--- src/rtl/riscv_muldiv.sv ---
// riscv_muldiv - iterative RV32M multiply/divide unit.
//
// Sits after the op1/op2 operand muxes. An op is accepted in IDLE when start
// is high. busy stays high until the op completes, and done pulses for one
// cycle when result is valid. The pipeline stalls while busy is high.
//
// Ports:
//   clk     - clock; all state changes on the rising edge
//   rst     - synchronous active-high reset
//   start   - request a new operation; only sampled in IDLE
//   funct3  - 000 MUL, 001 MULH, 010 MULHSU, 011 MULHU,
//             100 DIV, 101 DIVU, 110 REM,    111 REMU
//   op1     - first operand (dividend / multiplicand)
//   op2     - second operand (divisor / multiplier)
//   flush   - abort any in-flight op; no done pulse, result left unchanged
//   busy    - high while an accepted op is in flight
//   done    - one-cycle pulse; result valid in the same cycle
//   result  - WORD_LENGTH result; holds its value until the next done
//
// Build option:
//   RISCV_MULDIV_FASTMUL_EN - when defined, multiplies use a single-cycle
//   combinational product (done one cycle after start). Divides are always
//   iterative.

module riscv_muldiv #(
  parameter int unsigned WORD_LENGTH = 32
) (
  input  logic                   clk,
  input  logic                   rst,
  input  logic                   start,
  input  logic [2:0]             funct3,
  input  logic [WORD_LENGTH-1:0] op1,
  input  logic [WORD_LENGTH-1:0] op2,
  input  logic                   flush,
  output logic                   busy,
  output logic                   done,
  output logic [WORD_LENGTH-1:0] result
);

  localparam int unsigned W  = WORD_LENGTH;
  localparam int unsigned CW = $clog2(W + 1);
  localparam logic [W-1:0] MOST_NEG = {1'b1, {(W-1){1'b0}}};

  typedef enum logic [1:0] {
    IDLE = 2'd0,
    CALC = 2'd1,
    FIX  = 2'd2,
    DONE = 2'd3
  } state_t;

  state_t state, state_nxt;

  logic [2:0]     op_q;     // latched funct3
  logic           neg_q;    // negate the final word
  logic [W-1:0]   opnd_q;   // multiplicand magnitude, or divisor magnitude
  logic [2*W-1:0] acc_q;    // mul: {partial product, multiplier}; div: {remainder, quotient}
  logic [CW-1:0]  cnt_q;

  // Two's-complement a full product when needed, then pick the low word for
  // MUL or the high word for the MULH variants.
  function automatic logic [W-1:0] mul_select(input logic [2*W-1:0] p,
                                               input logic           neg,
                                               input logic [1:0]     f);
    logic [2*W-1:0] s;
    s = neg ? -p : p;
    return (f == 2'b00) ? s[W-1:0] : s[2*W-1:W];
  endfunction

  // ---------------- operand decode ----------------
  logic           is_div, sg1, sg2, neg1, neg2, neg_flag;
  logic [W-1:0]   mag1, mag2;
  logic           div_zero, div_ovf, special, fast_mul, accept;
  logic [W-1:0]   special_val, fast_val;

  always_comb begin
    is_div = funct3[2];
    sg1    = 1'b0;
    sg2    = 1'b0;
    unique case (funct3)
      3'b001:  begin sg1 = 1'b1; sg2 = 1'b1; end  // MULH
      3'b010:  begin sg1 = 1'b1; sg2 = 1'b0; end  // MULHSU
      3'b100,
      3'b110:  begin sg1 = 1'b1; sg2 = 1'b1; end  // DIV, REM
      default: begin sg1 = 1'b0; sg2 = 1'b0; end  // MUL, MULHU, DIVU, REMU
    endcase
    neg1 = sg1 & op1[W-1];
    neg2 = sg2 & op2[W-1];
    mag1 = neg1 ? -op1 : op1;
    mag2 = neg2 ? -op2 : op2;
    // Remainder takes the dividend's sign; everything else the XOR of signs.
    neg_flag = (funct3 == 3'b110) ? neg1 : (neg1 ^ neg2);

    div_zero = is_div && (op2 == '0);
    div_ovf  = !funct3[0] && is_div && (op1 == MOST_NEG) && (op2 == '1);
    special  = div_zero || div_ovf;
    if (div_zero)
      special_val = funct3[1] ? op1 : '1;
    else
      special_val = funct3[1] ? '0 : op1;
  end

`ifdef RISCV_MULDIV_FASTMUL_EN
  logic [2*W-1:0] fast_prod;
  always_comb begin
    fast_prod = {{W{1'b0}}, mag1} * {{W{1'b0}}, mag2};
    fast_val  = mul_select(fast_prod, neg_flag, funct3[1:0]);
    fast_mul  = !is_div;
  end
`else
  always_comb begin
    fast_val = '0;
    fast_mul = 1'b0;
  end
`endif

  assign accept = (state == IDLE) && start && !flush;

  // ---------------- iteration steps ----------------
  logic [W:0]     mul_sum;
  logic [2*W-1:0] mul_next;
  logic [W:0]     rem_sh, diff;
  logic [2*W-1:0] div_next;
  logic [W-1:0]   div_word, div_fix, fix_val;

  always_comb begin
    // Shift-add: conditionally add multiplicand to the upper half, shift right.
    mul_sum  = {1'b0, acc_q[2*W-1:W]} + (acc_q[0] ? {1'b0, opnd_q} : '0);
    mul_next = {mul_sum, acc_q[W-1:1]};

    // Restoring divide: shift next dividend bit into remainder, trial subtract.
    rem_sh = {acc_q[2*W-1:W], acc_q[W-1]};
    diff   = rem_sh - {1'b0, opnd_q};
    if (diff[W])
      div_next = {rem_sh[W-1:0], acc_q[W-2:0], 1'b0};
    else
      div_next = {diff[W-1:0], acc_q[W-2:0], 1'b1};

    div_word = op_q[1] ? acc_q[2*W-1:W] : acc_q[W-1:0];
    div_fix  = neg_q ? -div_word : div_word;
    fix_val  = op_q[2] ? div_fix : mul_select(acc_q, neg_q, op_q[1:0]);
  end

  // ---------------- FSM ----------------
  always_ff @(posedge clk) begin
    if (rst) state <= IDLE;
    else     state <= state_nxt;
  end

  always_comb begin
    state_nxt = state;
    unique case (state)
      IDLE: if (accept) state_nxt = (special || fast_mul) ? DONE : CALC;
      CALC: if (flush) state_nxt = IDLE;
            else if (cnt_q == CW'(1)) state_nxt = FIX;
      FIX:  state_nxt = flush ? IDLE : DONE;
      DONE: state_nxt = IDLE;
      default: state_nxt = IDLE;
    endcase
  end

  always_comb begin
    busy = (state != IDLE);
    done = (state == DONE);
  end

  // ---------------- datapath ----------------
  always_ff @(posedge clk) begin
    if (rst) begin
      op_q   <= '0;
      neg_q  <= 1'b0;
      opnd_q <= '0;
      acc_q  <= '0;
      cnt_q  <= '0;
      result <= '0;
    end else begin
      unique case (state)
        IDLE: if (accept) begin
          op_q   <= funct3;
          neg_q  <= neg_flag;
          cnt_q  <= CW'(W);
          opnd_q <= is_div ? mag2 : mag1;
          acc_q  <= {{W{1'b0}}, (is_div ? mag1 : mag2)};
          if (special)       result <= special_val;
          else if (fast_mul) result <= fast_val;
        end
        CALC: if (!flush) begin
          acc_q <= op_q[2] ? div_next : mul_next;
          cnt_q <= cnt_q - CW'(1);
        end
        FIX: if (!flush) result <= fix_val;
        default: ;
      endcase
    end
  end

endmodule

--- config.mk ---
export PLATFORM = sky130hd
export DESIGN_NAME = riscv_muldiv
export DESIGN_NICKNAME = d
export VERILOG_FILES = /design/src/rtl/riscv_muldiv.sv
export SDC_FILE = /design/constraint.sdc
export NUM_CORES = 1
export LEC_CHECK = 0
export ABC_AREA = 0
export ABC_CLOCK_PERIOD_IN_PS = 5210
export BUFFER_PORTS_ARGS = -buffer_cell sky130_fd_sc_hd__buf_2
export CELL_PAD_IN_SITES_DETAIL_PLACEMENT = 0
export CELL_PAD_IN_SITES_GLOBAL_PLACEMENT = 1
export CORE_MARGIN = 2
export CORE_UTILIZATION = 46
export CTS_CLUSTER_DIAMETER = 100
export DETAILED_ROUTE_END_ITERATION = 8
export GPL_TIMING_DRIVEN = 0
export PLACE_DENSITY_LB_ADDON = 0.05
export SYNTH_ARGS = -nofsm -noshare
export SYNTH_HDL_FRONTEND = slang
export SYNTH_SLANG_ARGS = --single-unit
export TNS_END_PERCENT = 5
--- constraint.sdc ---
create_clock -name clk -period 5.21 [get_ports clk]
set_input_delay 0.2605 -clock clk [delete_from_list [all_inputs] [get_ports clk]]
set_output_delay 0.2605 -clock clk [all_outputs]
set_load 0.1 [all_outputs]
# Word-level counts from Yosys, hierarchy flattened
# Cells that the tools add are included.
dict set report word_totals {
  reg_bits 140
  inputBits 71
}
dict set report classes {
  n_reduce_logical 21
  add_sub_neg 7
  eq_ne 15
  mux 34
  bitwise 3
}
# operator n
set op_table {}
lappend op_table {{32-bit two-way mux} 15}
lappend op_table {{64-bit two-way mux} 5}
lappend op_table {{64-bit one-hot mux with 2 select lines} 1}
lappend op_table {{32-bit negation} 3}
lappend op_table {{32-bit equality test (second input constant)} 2}
lappend op_table {{64-bit negation} 1}
lappend op_table {{32-bit one-hot mux with 2 select lines} 1}
lappend op_table {{32-bit by 32-bit adder with 33-bit output} 1}
lappend op_table {{33-bit by 32-bit subtractor with 33-bit output} 1}
lappend op_table {{32-bit zero test} 1}
lappend op_table {{6-bit two-way mux} 2}
lappend op_table {{6-bit one-hot mux with 2 select lines} 1}
lappend op_table {{2-bit two-way mux} 5}
lappend op_table {{2-bit inequality test (second input constant)} 4}
lappend op_table {{2-bit one-hot mux with 4 select lines} 1}
lappend op_table {{3-bit equality test (second input constant)} 2}
lappend op_table {{6-bit by 1-bit equality test with 1-bit output (second input constant)} 1}
lappend op_table {{1-bit logical AND} 6}
lappend op_table {{2-bit nonzero test} 3}
lappend op_table {{6-bit by 1-bit subtractor with 6-bit output (second input constant)} 1}
lappend op_table {{2-bit equality test (second input constant)} 2}
lappend op_table {{2-bit zero test} 2}
lappend op_table {{2-bit AND reduction} 2}
lappend op_table {{4-bit AND reduction} 1}
lappend op_table {{12 further kinds} 16}

# Longest topological paths before layout
# Gate-level depths: netlist of the first run.
dict set report depth {
  depth_word 8
  mapped_depth 17
}

# Worst setup path before layout of the first run
# OpenSTA, ideal clock, no wires.
dict set report synth_timing {
  path_type {flip-flop to flip-flop}
  start {reg op_q[1]}
  end {reg result[30]}
  synth_period_minus_slack_ns 4.413
  slack_ns 0.797
  arrival_ns 4.338
  path_stages_with_launch 18
  cell_sequence {dfxtp_1 > clkbuf_1 > buf_2 > clkbuf_1 > buf_1 > buf_1 > buf_2 > mux2i_1 > ha_1 > o221a_2 > nand3_1 > nor4_1 > nand2_1 > o21ai_0 > xor2_1 > a22oi_1 > a21o_1 > a31oi_1}
}
dict set report synth_between {
  elab_chain_len 6
  elab_cells_between_ends 8
}
# item line_no
set synth_lines {}
lappend synth_lines {{start: declaration} 53} ;# logic [2:0] op_q;
lappend synth_lines {{start signal: assignment} 178} ;# op_q <= funct3;
lappend synth_lines {{32-bit two-way mux} 138} ;# div_word = op_q[1] ? acc_q[2*W-1:W] : acc_q[W-1:0];
lappend synth_lines {{32-bit negation} 139} ;# div_fix = neg_q ? -div_word : div_word;
lappend synth_lines {{32-bit two-way mux} 139}
lappend synth_lines {{32-bit two-way mux *} 140} ;# fix_val = op_q[2] ? div_fix : mul_select(acc_q, neg_q, op_q[1:0]);
lappend synth_lines {{32-bit two-way mux *} 190} ;# FIX: if (!flush) result <= fix_val;
lappend synth_lines {{32-bit one-hot mux with 2 select lines *} 176} ;# unique case (state)
lappend synth_lines {{end signal: assignment} 183} ;# if (special) result <= special_val;
lappend synth_lines {{end signal: assignment} 184} ;# else if (fast_mul) result <= fast_val;
lappend synth_lines {{end signal: assignment} 190}
lappend synth_lines {{end: declaration} 37} ;# output logic [WORD_LENGTH-1:0] result
# Every way passes the cells marked *; elsewhere a longest branch is shown, timed or not. The select of a mux whose other input is x is not followed.
# A chain may end at the register's enable or synchronous reset.

# Final worst setup path of the first run
dict set report layout_timing {
  start {reg op_q[1]}
  end {reg result[20]}
}
# The elaborated chain is that of the path after synthesis.

==> impl_metrics.env, run 1 <==
export IMPL_status="completed"
export IMPL_path_buf_inv=6
export IMPL_fin_ws_ps=94.44
export IMPL_period_minus_slack_ps=5116
export IMPL_die_h_um=189.0
export IMPL_antenna_found_initial=1
export IMPL_setup_viol=0
export IMPL_synth_top_area_share=0.1781
export IMPL_first_pass_iters=5
export IMPL_crit_required_ps=5590
export IMPL_syn2layout_area_growth_pct=11.04
export IMPL_ys_types=86
export IMPL_yosys_area_share_simple=0.2246
export IMPL_grtUsageTotal=0.4175
export IMPL_port_buffer_count=101
export IMPL_cp_cell_sequence="clkbuf_1, buf_2, buf_2, buf_2, buf_4, mux2i_1, ha_1, o221a_2, nand3_1, nor4_4, buf_4, a21oi_1, xor2_1, o211ai_1, o211ai_1, a21oi_1"
export IMPL_synthXorXnorAreaFrac=0.1074
export IMPL_synth_top_family_by_area="compound AO/OA/AOI/OAI gates"
export IMPL_wl_um=75950
export IMPL_powerDensity_nw_per_um2=226.8
export IMPL_worst_pin_slew_ps=1416
export IMPL_max_slew_margin_rel=0.04727
export IMPL_clk_pin_slew_ps=70
export IMPL_multi_input_area_sq_um=11950
export IMPL_synth_ff_type="dfxtp_1"
export IMPL_seqCellArea_sq_um=2803
export IMPL_grt_setup_unrepaired="false"
export IMPL_synthTopCellsByArea="dfxtp_1 (18%), a21oi_1 (6.7%), xnor2_1 (5.7%)"
export IMPL_cts_root_buf="clkbuf_16"
export IMPL_drt_iter0_drc=2537
export IMPL_initial_utilization=0.4682
export IMPL_leakage_nw=6.773
export IMPL_grt_pass1_vias=17280
export IMPL_chipWidth_um=189.0
export IMPL_drive_gt1_frac=0.09428
export IMPL_gr_max_usage_layer="met2"
export IMPL_critical_path_max_stage_delay_ps=490
export IMPL_synthMuxAreaShare=0.06733
export IMPL_layout_nets=2507
export IMPL_hold_class="primary input to flip-flop"
export IMPL_crit_top_cell="buf_2"
export IMPL_placementRows=67
export IMPL_die_area_sq_um=35710
export IMPL_path_delay_family="buffers and inverters"
export IMPL_drv_slew=0
export IMPL_dpl_worst_slack_ps=-1204
export IMPL_wire_per_inst_um=26.89
export IMPL_synth_top_area_cell="dfxtp_1"
export IMPL_vdd_drop_max_mv=0.2518
export IMPL_finalHoldViolCount=0
export IMPL_avgViaCountPerCell=6.572
export IMPL_slowest_stage="o211ai_1"
export IMPL_tritoncts="done"
export IMPL_postSynthAreaPerCell_sq_um=7.021
export IMPL_async_reset_ff_frac=0
export IMPL_cts_htree_levels=4
export IMPL_final_common_cell="nor2_1"
export IMPL_fin_crit_sh=0.9819
export IMPL_path_class="flip-flop to flip-flop"
export IMPL_post_route_util=0.5199
export IMPL_fin_total_pwr_mw=3.965
export IMPL_yosys_area_share_adder=0.07424
export IMPL_via_count=18560
export IMPL_grtUsageMet3=0.08730
export IMPL_synth_warning_count=0
export IMPL_grt_pass1_wl_um=111000
export IMPL_layout_common_cells="nor2_1 (235), nand2_1 (224), a21oi_1 (211)"
export IMPL_maxCapViolCount=0
export IMPL_hpwl_um=60630
export IMPL_globalRouteOverflowTotal=0
export IMPL_core_sq_um=33620
export IMPL_synthCells=2242
export IMPL_antenna_cells=0
export IMPL_crit_path_max_fanout=19
export IMPL_place_congestion=1.043
export IMPL_clockBufferDepth=2
export IMPL_grtUsageMet1=0.5656
export IMPL_antenna_left=0
export IMPL_drc=0
export IMPL_synth_compound_area_frac=0.2834
export IMPL_cp_data_arrival_time_ps=5500
export IMPL_numCtsBuffers=17
export IMPL_start_kind="flip-flop"
export IMPL_synth_seq_area_share=0.1781
export IMPL_pin_count=105
export IMPL_ys_seq_elements=140
export IMPL_skew_ps=16.22
export IMPL_n_fill_cell=3441
export IMPL_use_met2=0.6172
export IMPL_grt_max_degree=19
export IMPL_cp_end_kind="flip-flop"
export IMPL_clock_sinks=140
export IMPL_synthesis_nets=2386
export IMPL_clock_latency_ps=460
export IMPL_max_clock_freq_mhz=195.5
export IMPL_synth_cell_area_sq_um=15740
export IMPL_synth_edf_count=0
cell usage after synthesis (22+ instances only):
cell type	n
a21oi_1	211
nor4_1	22
nand4_1	32
inv_1	60
xor2_1	90
a31oi_1	31
nand2b_1	26
o21ai_0	167
nor2_1	235
nand2_1	224
nand3_1	29
o31ai_1	22
a211oi_1	39
o211ai_1	45
mux2i_1	89
clkbuf_1	153
ha_1	71
nor3_1	82
a21o_1	32
xnor2_1	103
dfxtp_1	140
maj3_1	24
routing by layer:
metal	vias up	wire [um]
met5	-	13
li1	8359	-
met2	1135	31670
met1	8812	31370
met3	251	8205
met4	2	4684
worst register-to-register path: stages (launching register included):
cell,delay (ps)
dfxtp_1,350
clkbuf_1,370
buf_2,480
buf_2,360
buf_2,400
buf_4,350
mux2i_1,240
ha_1,220
o221a_2,240
nand3_1,290
nor4_4,460
buf_4,200
a21oi_1,70
xor2_1,190
o211ai_1,490
o211ai_1,170
a21oi_1,180
final timing paths:
check,start,slack (ps),depth (start not counted),to
worst min register to register,opnd_q[20]$_SDFFE_PP0P_,450,2,opnd_q[20]$_SDFFE_PP0P_
worst max register to register,op_q[1]$_SDFFE_PP0P_,90,16,result[20]$_SDFFE_PP0P_
worst max-delay path,op_q[1]$_SDFFE_PP0P_,90,16,result[20]$_SDFFE_PP0P_
worst min-delay path,funct3[0],200,3,op_q[0]$_SDFFE_PP0P_
flip-flops by register name, summed over array words and instances, names as in the netlist:
register  flops
acc_q        64
op_q          3
state         2
opnd_q       32
result       32
cnt_q         6
neg_q         1
report_power, final:
part	internal [mW]	switching, mW
clock	0.653	0.644
sequential	1.12	0.0434
combinational	0.483	1.02
total	2.25	1.71
cell families (layout without fill, tap and decap cells):
kind of cell	count (synthesis)	after routing
flip-flops	140	140
AO/OA/AOI/OAI	699	699
adder cells (fa/ha/maj)	97	97
AND/OR/NAND/NOR	751	751
XOR/XNOR	193	193
multiplexers	104	104
buffers and inverters	258	392
repair_timing:
item / 4_1_cts / 5_1_grt
setup buffers: 0 / 2
endpoints found under the setup margin: 36 / 29
hold buffers: 0 / 0
gates resized for setup: 7 / 3
pin swaps: 1 / 1
final cells by class:
cell class,instances,area share
Buffer,195,0.04539
Clock buffer,17,0.02434
Clock inverter,15,0.01081
Inverter,62,0.01332
Multi-Input combinational cell,1844,0.6839
Sequential cell,140,0.1604
Tap cell,448,0.03207
Timing Repair Buffer,103,0.02978
through the flow:
| stage | std cells | setup TNS (ps) | hold WS, ps | instance area [sq um] |
|---|---|---|---|---|
| 3_5_place_dp | 2791 | -10190 | 443.9 | 16810 |
| 4_1_cts | 2823 | 0 | 178.4 | 17440 |
| 3_3_place_gp | 2791 | -10720 | 439.3 | 16810 |
| 2_1_floorplan | 2242 | 0 | 431.9 | 15740 |
| 6_report | 2824 | 0 | 195.4 | 17480 |
| 5_1_grt | 2824 | 0 | 211.5 | 17480 |
No activity file was read; power rests on OpenSTA's default activity.
==> run 2: changes to the inputs <==
Settings changed: SETUP_SLACK_MARGIN set to 0.1.
==> run 2 against run 1 <==
Cell count did not move; combinational power about the same; power increased by 0.19%; hold slack lost 4.9 ps; via count up 0.42%; core utilization hardly changed; non-clock buffer count did not move; worst setup slack better by 60 ps; critical path depth is the same.
==> impl_metrics.env, run 2 (same netlist as run 1, synthesis figures left out) <==
export IMPL_status="completed"
export IMPL_numCtsBuffers=17
export IMPL_pin_count=105
export IMPL_hp_start="funct3[0]"
export IMPL_powerDensity_nw_per_um2=227.2
export IMPL_layout_nets=2507
export IMPL_avgViaCountPerCell=6.600
export IMPL_cp_data_arrival_time_ps=5360
export IMPL_syn2layout_area_growth_pct=11.08
export IMPL_leakage_nw=6.777
export IMPL_drive_gt1_frac=0.09470
export IMPL_final_common_cell="nor2_1"
export IMPL_clockBufferDepth=2
export IMPL_r2r_end="result[30]$_SDFFE_PP0P_"
export IMPL_wl_um=76090
export IMPL_hpwl_um=60630
export IMPL_max_slew_margin_rel=0.02673
export IMPL_clk_pin_slew_ps=70
export IMPL_setup_viol=0
export IMPL_crit_path_max_fanout=19
export IMPL_whs_ps=190.5
export IMPL_drv_slew=0
export IMPL_top_regs="acc_q: 64 flops, opnd_q: 32 flops, result: 32 flops"
export IMPL_hold_class="primary input to flip-flop"
export IMPL_clock_latency_ps=460
export IMPL_grt_setup_unrepaired="false"
export IMPL_finalHoldViolCount=0
export IMPL_first_pass_iters=5
export IMPL_reg2reg_slack_ps=150
export IMPL_crit_start="op_q[1]$_SDFFE_PP0P_"
export IMPL_seqCellArea_sq_um=2803
export IMPL_reg2reg_depth=16
export IMPL_antenna_cells=0
export IMPL_globalRouteOverflowTotal=0
export IMPL_clock_sinks=140
export IMPL_drt_iter0_drc=2331
export IMPL_multi_input_area_sq_um=11950
export IMPL_start_kind="flip-flop"
export IMPL_r2r_start="op_q[1]$_SDFFE_PP0P_"
export IMPL_chipWidth_um=189.0
export IMPL_setup_tns_ps=0
export IMPL_place_congestion=1.043
export IMPL_cts_root_buf="clkbuf_16"
export IMPL_period_minus_slack_ps=5055
export IMPL_wire_per_inst_um=26.94
export IMPL_grt_pass1_vias=17280
export IMPL_path_class="flip-flop to flip-flop"
export IMPL_port_buffer_count=101
export IMPL_crit_required_ps=5520
export IMPL_placementRows=67
export IMPL_fin_cells=2824
export IMPL_regMostFlops="acc_q"
export IMPL_grtUsageTotal=0.4175
export IMPL_drc=0
export IMPL_worst_pin_slew_ps=1447
export IMPL_antenna_found_initial=1
export IMPL_initial_utilization=0.4682
export IMPL_skew_ps=16.19
export IMPL_tritoncts="done"
export IMPL_fin_crit_sh=0.9703
export IMPL_grt_max_degree=19
export IMPL_max_clock_freq_mhz=197.8
export IMPL_die_h_um=189.0
export IMPL_vdd_drop_max_mv=0.2566
export IMPL_die_area_sq_um=35710
export IMPL_grt_pass1_wl_um=111000
export IMPL_n_fill_cell=3444
export IMPL_antenna_left=0
export IMPL_layout_common_cells="nor2_1 (235), nand2_1 (224), a21oi_1 (211)"
export IMPL_maxCapViolCount=0
export IMPL_largest_reg_flops=64
export IMPL_via_count=18640
export IMPL_dp_cells=2791
export IMPL_cts_htree_levels=4
export IMPL_timing_critical_path_to="result[30]$_SDFFE_PP0P_"
export IMPL_core_sq_um=33620
export IMPL_cp_end_kind="flip-flop"
run 2: worst min-delay path by stage:
stage | depth (start not counted) | to | slack [ps]
finish | 3 | op_q[0]$_SDFFE_PP0P_ | 190
global route | 3 | op_q[0]$_SDFFE_PP0P_ | 210
CTS | 3 | op_q[0]$_SDFFE_PP0P_ | 180
detailed placement | 2 | opnd_q[5]$_SDFFE_PP0P_ | 440
global placement | 2 | opnd_q[2]$_SDFFE_PP0P_ | 440
floorplan | 2 | opnd_q[24]$_SDFFE_PP0P_ | 430
run 2: area by class of cell:
type,count,area share
well taps,448,0.03206
clock buffers,17,0.02433
flip-flops and latches,140,0.1603
inverters,62,0.01331
plain buffers,195,0.04573
clock inverters,15,0.01081
multi-input cells,1844,0.6837
repair buffers,103,0.02977
run 2: critical path, stage by stage (launching register included):
cell and delay, ps:
dfxtp_1 360, clkbuf_1 370, clkbuf_4 420, buf_2 320
buf_2 400, buf_4 340, mux2i_1 220, ha_1 220
o221a_2 240, nand3_1 280, nor4_4 470, nand2_1 170
o21ai_0 240, xor2_1 120, a22oi_1 380, a21o_1 220
a31oi_1 90
run 2: through the flow:
stage	worst slack [ps]	utilization	power, mW	instance area, sq um
after global routing	161.1	0.5201	4.091	17480
after CTS	46.15	0.5189	3.888	17440
final	154.6	0.5201	3.972	17480
after floorplan	797.5	-	2.110	15740
after global placement	-1275	0.4999	2.606	16810
after detailed placement	-1204	0.4999	2.614	16810
run 2: routing by layer:
layer	track usage	wire, um
met2	0.6172	31540
met5	0	13
met4	0.2278	4857
met3	0.08730	8207
met1	0.5656	31460
run 2: power breakdown:
part | switching [mW] | total, mW | internal [mW] | leakage (nW)
combinational | 1.03 | 1.51 | 0.484 | 5.34
clock | 0.646 | 1.30 | 0.653 | 0.298
sequential | 0.0435 | 1.16 | 1.12 | 1.14
run 2: timing repair:
action | in CTS | in global routing
setup buffers | 0 | 2
endpoints found under the setup margin | 38 | 35
hold buffers | 0 | 0
endpoints found under the hold margin | 0 | 0
gates resized for setup | 7 | 7
pin swaps | 1 | 1
